## src/rtl/psum_line_accumulator_pkg.sv

```systemverilog
// Shared definitions for the psum line accumulator.
//  - default sizing of the accumulator and line buffer
//  - bit positions inside the control register
//  - control struct handed from the top to every lane
//  - saturate / requantize helpers used by the lane output stage
package psum_line_accumulator_pkg;

  localparam int BIT_WIDTH_DEF  = 8;
  localparam int NUM_KERNEL_DEF = 4;
  localparam int ACC_WIDTH_DEF  = 16;
  localparam int MAX_LINE_DEF   = 32;
  localparam int LEN_WIDTH_DEF  = 6;
  localparam int PASS_WIDTH_DEF = 4;
  localparam int REG_WIDTH_DEF  = 32;

  // control register fields
  localparam int CTRL_EN       = 0;
  localparam int CTRL_RELU     = 1;
  localparam int CTRL_SHIFT_LO = 2;
  localparam int CTRL_SHIFT_W  = 4;
  localparam int CTRL_USED_W   = CTRL_SHIFT_LO + CTRL_SHIFT_W;

  typedef struct packed {
    logic                    enable;
    logic                    relu;
    logic [CTRL_SHIFT_W-1:0] shift;
  } ctrl_t;

  // clamp a signed value into the signed range of a w-bit word
  function automatic logic signed [31:0] sat_signed(input logic signed [31:0] v,
                                                    input int w);
    logic signed [31:0] hi, lo;
    hi = (32'sd1 <<< (w - 1)) - 32'sd1;
    lo = -(32'sd1 <<< (w - 1));
    if (v > hi)      return hi;
    else if (v < lo) return lo;
    else             return v;
  endfunction

  // arithmetic (truncating) shift, optional ReLU, then saturate to w bits
  function automatic logic signed [31:0] requant(input logic signed [31:0]   sum,
                                                 input logic [CTRL_SHIFT_W-1:0] shift,
                                                 input logic                  relu,
                                                 input int                    w);
    logic signed [31:0] q;
    q = sum >>> shift;
    if (relu && (q < 0)) q = '0;
    return sat_signed(q, w);
  endfunction

endpackage

```

## src/rtl/psum_line_accumulator_lane.sv

```systemverilog
// One kernel lane of the psum line accumulator.
//  Accumulates num_pass psums per position across a line of line_len positions in a
//  small async-read / sync-write line buffer, and on the last pass requantizes the sum
//  into a registered activation (1 cycle latency, one valid per cycle).
// Ports
//  clk, rst        clock, synchronous active-high reset
//  ctrl            enable / relu / shift from the control register
//  line_len        positions per line (0 -> 1, >MAX_LINE -> MAX_LINE)
//  num_pass        psums per position (0 -> 1)
//  psum, psum_val  incoming partial sum and its valid
//  data, data_val  requantized activation and its 1-cycle valid
//  line_done       pulses with the final output of a line
//  err_sat         sticky accumulator-saturation flag
module psum_acc_lane
  import psum_line_accumulator_pkg::*;
#(
  parameter int BIT_WIDTH  = BIT_WIDTH_DEF,
  parameter int ACC_WIDTH  = ACC_WIDTH_DEF,
  parameter int MAX_LINE   = MAX_LINE_DEF,
  parameter int LEN_WIDTH  = LEN_WIDTH_DEF,
  parameter int PASS_WIDTH = PASS_WIDTH_DEF
) (
  input  logic                        clk,
  input  logic                        rst,
  input  ctrl_t                       ctrl,
  input  logic [LEN_WIDTH-1:0]        line_len,
  input  logic [PASS_WIDTH-1:0]       num_pass,
  input  logic signed [BIT_WIDTH-1:0] psum,
  input  logic                        psum_val,
  output logic signed [BIT_WIDTH-1:0] data,
  output logic                        data_val,
  output logic                        line_done,
  output logic                        err_sat
);

  localparam int POS_W = (MAX_LINE > 1) ? $clog2(MAX_LINE) : 1;

  localparam logic signed [ACC_WIDTH-1:0] ACC_MAX = {1'b0, {(ACC_WIDTH-1){1'b1}}};
  localparam logic signed [ACC_WIDTH-1:0] ACC_MIN = {1'b1, {(ACC_WIDTH-1){1'b0}}};

  logic signed [ACC_WIDTH-1:0] mem [MAX_LINE];

  logic [POS_W-1:0]        pos, last_pos_q;
  logic [PASS_WIDTH-1:0]   pass, last_pass_q;
  logic [CTRL_SHIFT_W-1:0] shift_q;
  logic                    relu_q;

  logic                        accept, start;
  logic [LEN_WIDTH-1:0]        len_c;
  logic [POS_W-1:0]            last_pos_new, last_pos;
  logic [PASS_WIDTH-1:0]       last_pass_new, last_pass;
  logic [CTRL_SHIFT_W-1:0]     shift_e;
  logic                        relu_e;
  logic signed [ACC_WIDTH-1:0] base, sum;
  logic signed [ACC_WIDTH:0]   wide;
  logic                        ovf, is_last_pos, is_last_pass;
  logic signed [BIT_WIDTH-1:0] q;

  assign accept = ctrl.enable && psum_val;
  // first valid of a line: config for this line is taken from the live inputs
  assign start  = (pos == '0) && (pass == '0);

  always_comb begin
    len_c = line_len;
    if (line_len == '0)                          len_c = LEN_WIDTH'(1);
    else if (line_len > LEN_WIDTH'(MAX_LINE))    len_c = LEN_WIDTH'(MAX_LINE);
  end

  assign last_pos_new  = POS_W'(len_c - LEN_WIDTH'(1));
  assign last_pass_new = (num_pass == '0) ? '0 : num_pass - PASS_WIDTH'(1);

  assign last_pos  = start ? last_pos_new  : last_pos_q;
  assign last_pass = start ? last_pass_new : last_pass_q;
  assign shift_e   = start ? ctrl.shift    : shift_q;
  assign relu_e    = start ? ctrl.relu     : relu_q;

  // pass 0 never reads the buffer, so stale contents from an aborted line are harmless
  assign base = (pass == '0) ? '0 : mem[pos];
  assign wide = (ACC_WIDTH+1)'(base) + (ACC_WIDTH+1)'(psum);
  assign ovf  = wide[ACC_WIDTH] != wide[ACC_WIDTH-1];

  always_comb begin
    sum = wide[ACC_WIDTH-1:0];
    if (ovf) sum = wide[ACC_WIDTH] ? ACC_MIN : ACC_MAX;
  end

  assign is_last_pos  = pos  == last_pos;
  assign is_last_pass = pass == last_pass;
  assign q = BIT_WIDTH'(requant(32'(sum), shift_e, relu_e, BIT_WIDTH));

  // single-cycle read-modify-write: line_len==1 back-to-back needs no bypass
  always_ff @(posedge clk) begin
    if (!rst && accept && !is_last_pass) mem[pos] <= sum;
  end

  always_ff @(posedge clk) begin
    if (rst) begin
      pos         <= '0;
      pass        <= '0;
      last_pos_q  <= '0;
      last_pass_q <= '0;
      shift_q     <= '0;
      relu_q      <= 1'b0;
      data        <= '0;
      data_val    <= 1'b0;
      line_done   <= 1'b0;
      err_sat     <= 1'b0;
    end else begin
      data_val  <= 1'b0;
      line_done <= 1'b0;
      if (accept) begin
        if (start) begin
          last_pos_q  <= last_pos_new;
          last_pass_q <= last_pass_new;
          shift_q     <= ctrl.shift;
          relu_q      <= ctrl.relu;
        end
        if (ovf) err_sat <= 1'b1;
        if (is_last_pass) begin
          data     <= q;
          data_val <= 1'b1;
        end
        if (is_last_pos) begin
          pos <= '0;
          if (is_last_pass) begin
            pass      <= '0;
            line_done <= 1'b1;
          end else begin
            pass <= pass + PASS_WIDTH'(1);
          end
        end else begin
          pos <= pos + POS_W'(1);
        end
      end
    end
  end

endmodule

```

## src/rtl/psum_line_accumulator.sv

```systemverilog
// Psum line accumulator: NUM_KERNEL independent lanes sitting behind the line conv2d
// engine's per-kernel psum outputs. This level only decodes the control register,
// slices the packed buses and fans out clock/reset/config to the lanes.
// Ports
//  clk, rst          clock, synchronous active-high reset
//  i_conf_ctrl       [0] enable, [1] ReLU enable, [5:2] shift
//  i_conf_line_len   positions per line
//  i_conf_num_pass   psums accumulated per position
//  i_psum/_val       packed per-lane psums (lane k at [k*BIT_WIDTH +: BIT_WIDTH]) + valids
//  o_data/_val       packed per-lane activations + valid pulses
//  o_line_done       per-lane end-of-line pulse
//  o_err_sat         per-lane sticky accumulator saturation
module psum_line_accumulator
  import psum_line_accumulator_pkg::*;
#(
  parameter int BIT_WIDTH  = BIT_WIDTH_DEF,
  parameter int NUM_KERNEL = NUM_KERNEL_DEF,
  parameter int ACC_WIDTH  = ACC_WIDTH_DEF,
  parameter int MAX_LINE   = MAX_LINE_DEF,
  parameter int LEN_WIDTH  = LEN_WIDTH_DEF,
  parameter int PASS_WIDTH = PASS_WIDTH_DEF,
  parameter int REG_WIDTH  = REG_WIDTH_DEF
) (
  input  logic                            clk,
  input  logic                            rst,
  input  logic [REG_WIDTH-1:0]            i_conf_ctrl,
  input  logic [LEN_WIDTH-1:0]            i_conf_line_len,
  input  logic [PASS_WIDTH-1:0]           i_conf_num_pass,
  input  logic [BIT_WIDTH*NUM_KERNEL-1:0] i_psum,
  input  logic [NUM_KERNEL-1:0]           i_psum_val,
  output logic [BIT_WIDTH*NUM_KERNEL-1:0] o_data,
  output logic [NUM_KERNEL-1:0]           o_data_val,
  output logic [NUM_KERNEL-1:0]           o_line_done,
  output logic [NUM_KERNEL-1:0]           o_err_sat
);

  ctrl_t ctrl;
  logic  unused_ctrl;

  assign ctrl.enable = i_conf_ctrl[CTRL_EN];
  assign ctrl.relu   = i_conf_ctrl[CTRL_RELU];
  assign ctrl.shift  = i_conf_ctrl[CTRL_SHIFT_LO +: CTRL_SHIFT_W];
  // upper control bits are reserved
  assign unused_ctrl = ^i_conf_ctrl[REG_WIDTH-1:CTRL_USED_W];

  for (genvar k = 0; k < NUM_KERNEL; k++) begin : g_lane
    psum_acc_lane #(
      .BIT_WIDTH (BIT_WIDTH),
      .ACC_WIDTH (ACC_WIDTH),
      .MAX_LINE  (MAX_LINE),
      .LEN_WIDTH (LEN_WIDTH),
      .PASS_WIDTH(PASS_WIDTH)
    ) u_lane (
      .clk      (clk),
      .rst      (rst),
      .ctrl     (ctrl),
      .line_len (i_conf_line_len),
      .num_pass (i_conf_num_pass),
      .psum     (i_psum[k*BIT_WIDTH +: BIT_WIDTH]),
      .psum_val (i_psum_val[k]),
      .data     (o_data[k*BIT_WIDTH +: BIT_WIDTH]),
      .data_val (o_data_val[k]),
      .line_done(o_line_done[k]),
      .err_sat  (o_err_sat[k])
    );
  end

endmodule
```

## config.mk

```make
export PLATFORM = sky130hd
export DESIGN_NAME = psum_line_accumulator
export DESIGN_NICKNAME = d
export VERILOG_FILES = /design/src/rtl/psum_line_accumulator_pkg.sv /design/src/rtl/psum_line_accumulator_lane.sv /design/src/rtl/psum_line_accumulator.sv
export SDC_FILE = /design/constraint.sdc
export NUM_CORES = 2
export LEC_CHECK = 0
export ABC_CLOCK_PERIOD_IN_PS = 13700
export CORE_MARGIN = 2
export CORE_UTILIZATION = 44
export CTS_CLUSTER_SIZE = 8
export DETAILED_ROUTE_END_ITERATION = 10
export PLACE_DENSITY = 0.61
export SLEW_MARGIN = 25
export SYNTH_ARGS = -nofsm -noshare
export SYNTH_HDL_FRONTEND = slang
export SYNTH_SLANG_ARGS = --single-unit
```

## constraint.sdc

```tcl
create_clock -name clk -period 13.7 [get_ports clk]
set_clock_uncertainty 0.05 [all_clocks]
set_input_delay 2.74 -clock clk [delete_from_list [all_inputs] [get_ports clk]]
set_output_delay 2.74 -clock clk [all_outputs]
set_load 0.005 [all_outputs]
```

* Word level (Yosys, flattened, before mapping) *
Memories as Yosys holds them, arrays and structs flattened. A register that Yosys moved wholly into a read port is not among the register bits.
Index checks and enable logic that the tools add are counted.
W data, S select, Z words.

operators by class
  multipliers = 0
  div/mod/pow operators = 0
  bitwise logic cells = 8
  $add $sub $neg = 14
  eq/ne operators = 12
  $lt $le $gt $ge = 13
  muxes and demuxes = 71
  shift-type cells = 4
  reduce and logical (&&, ||, !) cells = 55

operators with widths
  kind                   number
  $mux W16               12
  $gt A32 B8 Y1 const B  4
  $lt A32 B1 Y1 const B  4
  $lt A32 B8 Y1 const B  4
  $mux W32               4
  $sshr A16 B4 Y32       4
  $mux W5                18
  $add A16 B8 Y17        4
  $mux W8                8
  $mux W4                13
  $reduce_and A2 Y1      12
  $add A5 B1 Y5 const B  4
  $eq A5 B5 Y1           4
  $logic_and A1 B1 Y1    20
  $logic_not A4 Y1       5
  $logic_not A5 Y1       4
  $add A4 B1 Y4 const B  4
  $eq A4 B4 Y1           4
  $mux W1                16
  $reduce_or A3 Y1       4
  $not A1 Y1             8
  $reduce_or A2 Y1       4
  $gt A6 B6 Y1 const B   1
  $logic_not A6 Y1       1
  other kinds (4)        11

storage, ports and cells
  logic and storage cells = 221
  ROM bits = 0
  latch bits = 0
  register bits after elaboration = 136
  memories kept = 4
  RAM bits = 2048
  output and inout bits = 44

memory list
  name                  depth  width  read ports  clocked after Yosys merged registers in  write ports  line                              text
  g_lane[0].u_lane.mem  32     16     1           1                                        1            psum_line_accumulator_lane.sv:41  logic signed [ACC_WIDTH-1:0] mem [MAX_LINE];
  g_lane[1].u_lane.mem  32     16     1           1                                        1            psum_line_accumulator_lane.sv:41
  g_lane[2].u_lane.mem  32     16     1           1                                        1            psum_line_accumulator_lane.sv:41
  g_lane[3].u_lane.mem  32     16     1           1                                        1            psum_line_accumulator_lane.sv:41

* Longest topological paths before layout *
  depth after elaboration = 12
  gate-level depth with buffers = 29
  depth with buffers taken out = 24

* By module *
A second synthesis with hierarchy kept.

unflattened totals
  cell total of the unflattened synthesis = 5359
  area, all modules = 94360.5 um2

by module, submodules not included
  module                                area an instance (um2)  seq. area each (um2)  times used  cells an instance
  psum_acc_lane (g_lane[0].u_lane ...)  23538.8                 16155.5               2           1337
  psum_acc_lane (g_lane[2].u_lane)      23701.5                 16155.5               1           1353
  psum_acc_lane (g_lane[3].u_lane)      23581.4                 16155.5               1           1332

* Least setup slack after synthesis *
Ideal clock, no wire load.

  path type = input port to flip-flop
  start = input port i_psum[22]
  end = register g_lane[2].u_lane.data[0]
  setup slack = 5.886 ns
  arrival time = 7.698 ns
  library setup time = 0.066 ns
  required time = 13.584 ns
  buffers on the path = 2
  stages = 22
  cells stage by stage = ha_1 > buf_2 > a21o_1 > a211oi_1 > a211oi_1 > o21ai_0 > a21oi_1 > o21ai_0 > nand2b_1 > xnor2_1 > ha_1 > clkbuf_1 > and3_1 > o221a_4 > nor2_8 > inv_4 > nor2_1 > a31oi_1 > or4_4 > o32ai_4 > a21bo_1 > a21oi_2

between the ends
  word-level cells in the longest chain between the ends = 10
  elaborated cells between the ends (all ways) = 12
  classes of those cells = 1 x add/sub; 3 x order compare; 1 x eq/ne; 1 x shift; 5 x mux; 1 x reduce/logical

RTL lines
  element                                          line                                                                text
  start: declaration                               psum_line_accumulator.sv:29                                         input logic [BIT_WIDTH*NUM_KERNEL-1:0] i_psum,
  $add A16 B8 Y17 (*)                              psum_line_accumulator_lane.sv:79                                    assign wide = (ACC_WIDTH+1)'(base) + (ACC_WIDTH+1)'(psum);
  $mux W16 / $ne A1 B1 Y1 (equally long branches)  psum_line_accumulator_lane.sv:84, psum_line_accumulator_lane.sv:80
  $mux W16 (*)                                     psum_line_accumulator_lane.sv:84                                    if (ovf) sum = wide[ACC_WIDTH] ? ACC_MIN : ACC_MAX;
  net g_lane[2].u_lane.sum[14]                     psum_line_accumulator_lane.sv:54                                    logic signed [ACC_WIDTH-1:0] base, sum;
  $sshr A16 B4 Y32 (*)                             psum_line_accumulator_pkg.sv:46                                     q = sum >>> shift;
  $lt A32 B1 Y1                                    psum_line_accumulator_pkg.sv:47                                     if (relu && (q < 0)) q = '0;
  $logic_and A1 B1 Y1                              psum_line_accumulator_pkg.sv:47
  $mux W32 (*)                                     psum_line_accumulator_pkg.sv:47
  $lt A32 B8 Y1                                    psum_line_accumulator_pkg.sv:36                                     else if (v < lo) return lo;
  $mux W8                                          psum_line_accumulator_pkg.sv:36
  $mux W8 (*)                                      psum_line_accumulator_pkg.sv:35                                     if (v > hi) return hi;
  end signal: assignment                           psum_line_accumulator_lane.sv:120                                   data <= q;
  end: declaration                                 psum_line_accumulator_lane.sv:30                                    output logic signed [BIT_WIDTH-1:0] data,

Mark *: on every way through the listed nets, which the timed path passes. The rest lies on a longest branch.
A chain may end at the register's enable or synchronous reset.

==> flow_summary.toml <==
[status]
status = "finished, final reports clean"

[cts]
cts_tree = "built"
clkLatencyLatePin_ns = 0.92
cts_buffers = 326
post_cts_buffers = 0
cts.path.max_buffers = 4
htree_levels = 5
cts_root_buf = "clkbuf_16"
ctsHoldBuffers = 0
cts_num_sinks = 2204
path_clk_slew_ns = 0.05
ctsResizeCount = 0

[layout]
area_growth_pct = 15.7
antenna_cells = 0
drive_gt1_share_pct = 26.7
finalInstanceArea_um2 = 107000
final_core_util_pct = 51.1
fillers = 16623
nets = 5613

[synthesis]
async_flop_share_pct = 0
syn_area_um2 = 92700
ys_seq_elements = 2204
synth_cell_type_count = 104
postSynthCellCount = 5082
syn_nets = 5263
synth_top_area_cell = "edfxtp_1"
synth-edff-count = 2048
synthTopCellsByArea = "edfxtp_1 66%, mux4_2 16%, dfxtp_1 3.4%"
yosysTopAreaCellShare_pct = 66.4
synth_ff_type = "edfxtp_1"
yosysWarningCount = 0
yosysSeqAreaShare_pct = 69.7
syn_avg_cell_area_um2 = 18.2

[power]
power_density_nw_per_um2 = 149
intPower_uw = 12400
peakVddDrop_v = 0.000132
power_switching_share_pct = 22.2
power_uw = 16000
pwr-share-clk_pct = 43.4
total_leakage_power_uw = 0.0336
sequentialPowerShare_pct = 48.1
p_comb_share_pct = 8.5
p_switching_uw = 3540

[floorplanning]
design.die.area_um2 = 214000
start_util_pct = 44.2
core_um2 = 210000
die_width_um = 463
rows = 168
die_y_um = 463
io_pins = 124

[critical_path]
arrival_ns = 9.96
endpoint_kind = "register"
cp-start-kind = "register"
critPathMaxFanout = 96
crit_required_ns = 14.49
path_class = "reg2reg"

[sta]
hold_slack_ns = 0.405
slew_viol_final = 0
fin_crit_sh_pct = 66.9
worst_slew_pin_slew_ns = 1.09
hold_viol = 0
fmax_mhz = 109
fin_crit_ns = 9.16
rsz0062_at_grt = "false"
relSlewSlack_pct = 27.1
setup-violations-final = 0
tns_ns = 0

[global_route]
track_usage_pct = 20.9
grt_pass1_vias = 49657
grt_pass1_wl_um = 333000
grt_max_degree = 129
grt_antenna_before_repair = 9
grt-ovfl-total = 0

[placed_design]
dpl-instance-area_um2 = 98400
place.gp.congestion = 0.891
dpl.hpwl_um = 132000
portBuffers = 97

[detailed_routing]
vias = 49143
drt-vias-per-instance = 5.90
firstDrtPassIters = 6
drc = 0
routed_wl_um = 226000
wl_per_cell_um = 27.1
ant_nets = 0
first_iter_violations = 4515

[worst_hold_path]
hold_path.class = "reg2reg"
hp-start = "g_lane[0].u_lane.last_pass_q[0]"

[flow_run]
maxCapViolations = 0
## critical path: stages, from the launching register on
cell and delay, ns:
dfxtp_4 0.81, buf_12 0.59, mux4_2 0.62, mux4_2 0.53
mux2i_1 0.46, nor2_1 0.11, ha_1 0.24, a211oi_1 0.36
o211ai_1 0.27, a31oi_1 0.49, o21ai_0 0.18, a21o_1 0.21
a21o_1 0.18, xor2_1 0.16, ha_1 0.57, buf_4 0.33
nor2b_1 0.10, a21oi_1 0.16, o211ai_1 0.26, nor2_4 0.67
o21ai_0 0.22, a211oi_1 0.30, nand3b_1 0.11, a311oi_1 0.60
and3_1 0.27
## power by group through the flow
stage	combinational (uW)	sequential [uW]	clock, uW
after global routing	1480	7670	7350
after floorplan	901	7770	0
after global placement	1310	7800	0
after detailed placement	1360	7800	0
after CTS	1360	7670	7090
final	1360	7670	6930
## state kept, by name, indices dropped and copies added, names as in the netlist, 16 cells and up, named ones only
name	cells
g_lane.u_lane.pos	20
g_lane.u_lane.last_pos_q	20
g_lane.u_lane.shift_q	16
g_lane.u_lane.mem	2048
g_lane.u_lane.data	32
g_lane.u_lane.pass	16
g_lane.u_lane.last_pass_q	16
## routing by layer
layer	global-route usage [%]	routed length, um	vias up
met5	0	12	-
li1	-	-	21385
met3	3.31	12600	372
met2	34.5	112000	1538
met4	6.91	7110	2
met1	28.5	94300	25846
## layout by cell type, fill, tap and decap left out, types with 36 or more instances in the layout
master,instances
edfxtp_1,2048
mux4_2,641
clkbuf_16,331
nor2_1,312
buf_4,195
nand2_1,181
dfxtp_1,140
a21oi_1,131
nor2_2,122
mux2i_1,108
ha_1,97
clkdlybuf4s50_1,96
o21ai_0,92
clkbuf_1,84
a211oi_1,69
xnor2_1,59
inv_1,58
nor3_1,48
xor2_1,47
nand3_1,43
o211ai_1,36
## through the flow
| step | worst slack, ns | std cells |
|---|---|---|
| final | 4.54 | 8333 |
| after global routing | 3.85 | 8333 |
| after CTS | 4.52 | 8332 |
| after detailed placement | 4.23 | 7908 |
| after global placement | 4.26 | 7905 |
| after floorplan | 5.89 | 5082 |
## layout make-up
| type | count | area (um^2) | area share (%) |
|---|---|---|---|
| flip-flops and latches | 2204 | 64700 | 60.3 |
| multi-input cells | 2535 | 27500 | 25.6 |
| clock buffers | 416 | 8610 | 8.03 |
| well taps | 2805 | 3510 | 3.27 |
| repair buffers | 301 | 2600 | 2.43 |
| inverters | 64 | 243 | 0.226 |
| clock inverters | 8 | 71.3 | 0.0665 |
## synthesized netlist by cell type, types with 48 or more instances
cell type  instances
xnor2_1           59
ha_1              97
clkbuf_1         191
nor2_1           446
o21ai_0          122
edfxtp_1        2048
nor3_1            48
a21oi_1          134
buf_1             59
dfxtp_1          156
nand2_1          189
mux4_2           641
inv_1             61
a211oi_1          71
mux2i_1          114
## logic make-up (layout without fill, tap and decap cells)
logic type | Yosys count | count (layout) | share of synthesized area (%)
mux | 776 | 776 | 17.1
xor+xnor | 107 | 107 | 1.02
compound gates | 625 | 625 | 4.69
fa+ha+maj | 101 | 101 | 1.40
simple gates | 926 | 926 | 4.61
flops | 2204 | 2204 | 69.7
buf+inv | 343 | 789 | 1.49
## worst paths after layout
path,to,slack [ns],depth (start not counted)
setup / recovery,g_lane[0].u_lane.data[4],4.54,24
hold / removal,g_lane[0].u_lane.last_pass_q[0],0.41,2
setup reg to reg,g_lane[0].u_lane.data[4],4.54,24
hold reg to reg,g_lane[0].u_lane.last_pass_q[0],0.41,2
Power figures use the tool's default switching activity.
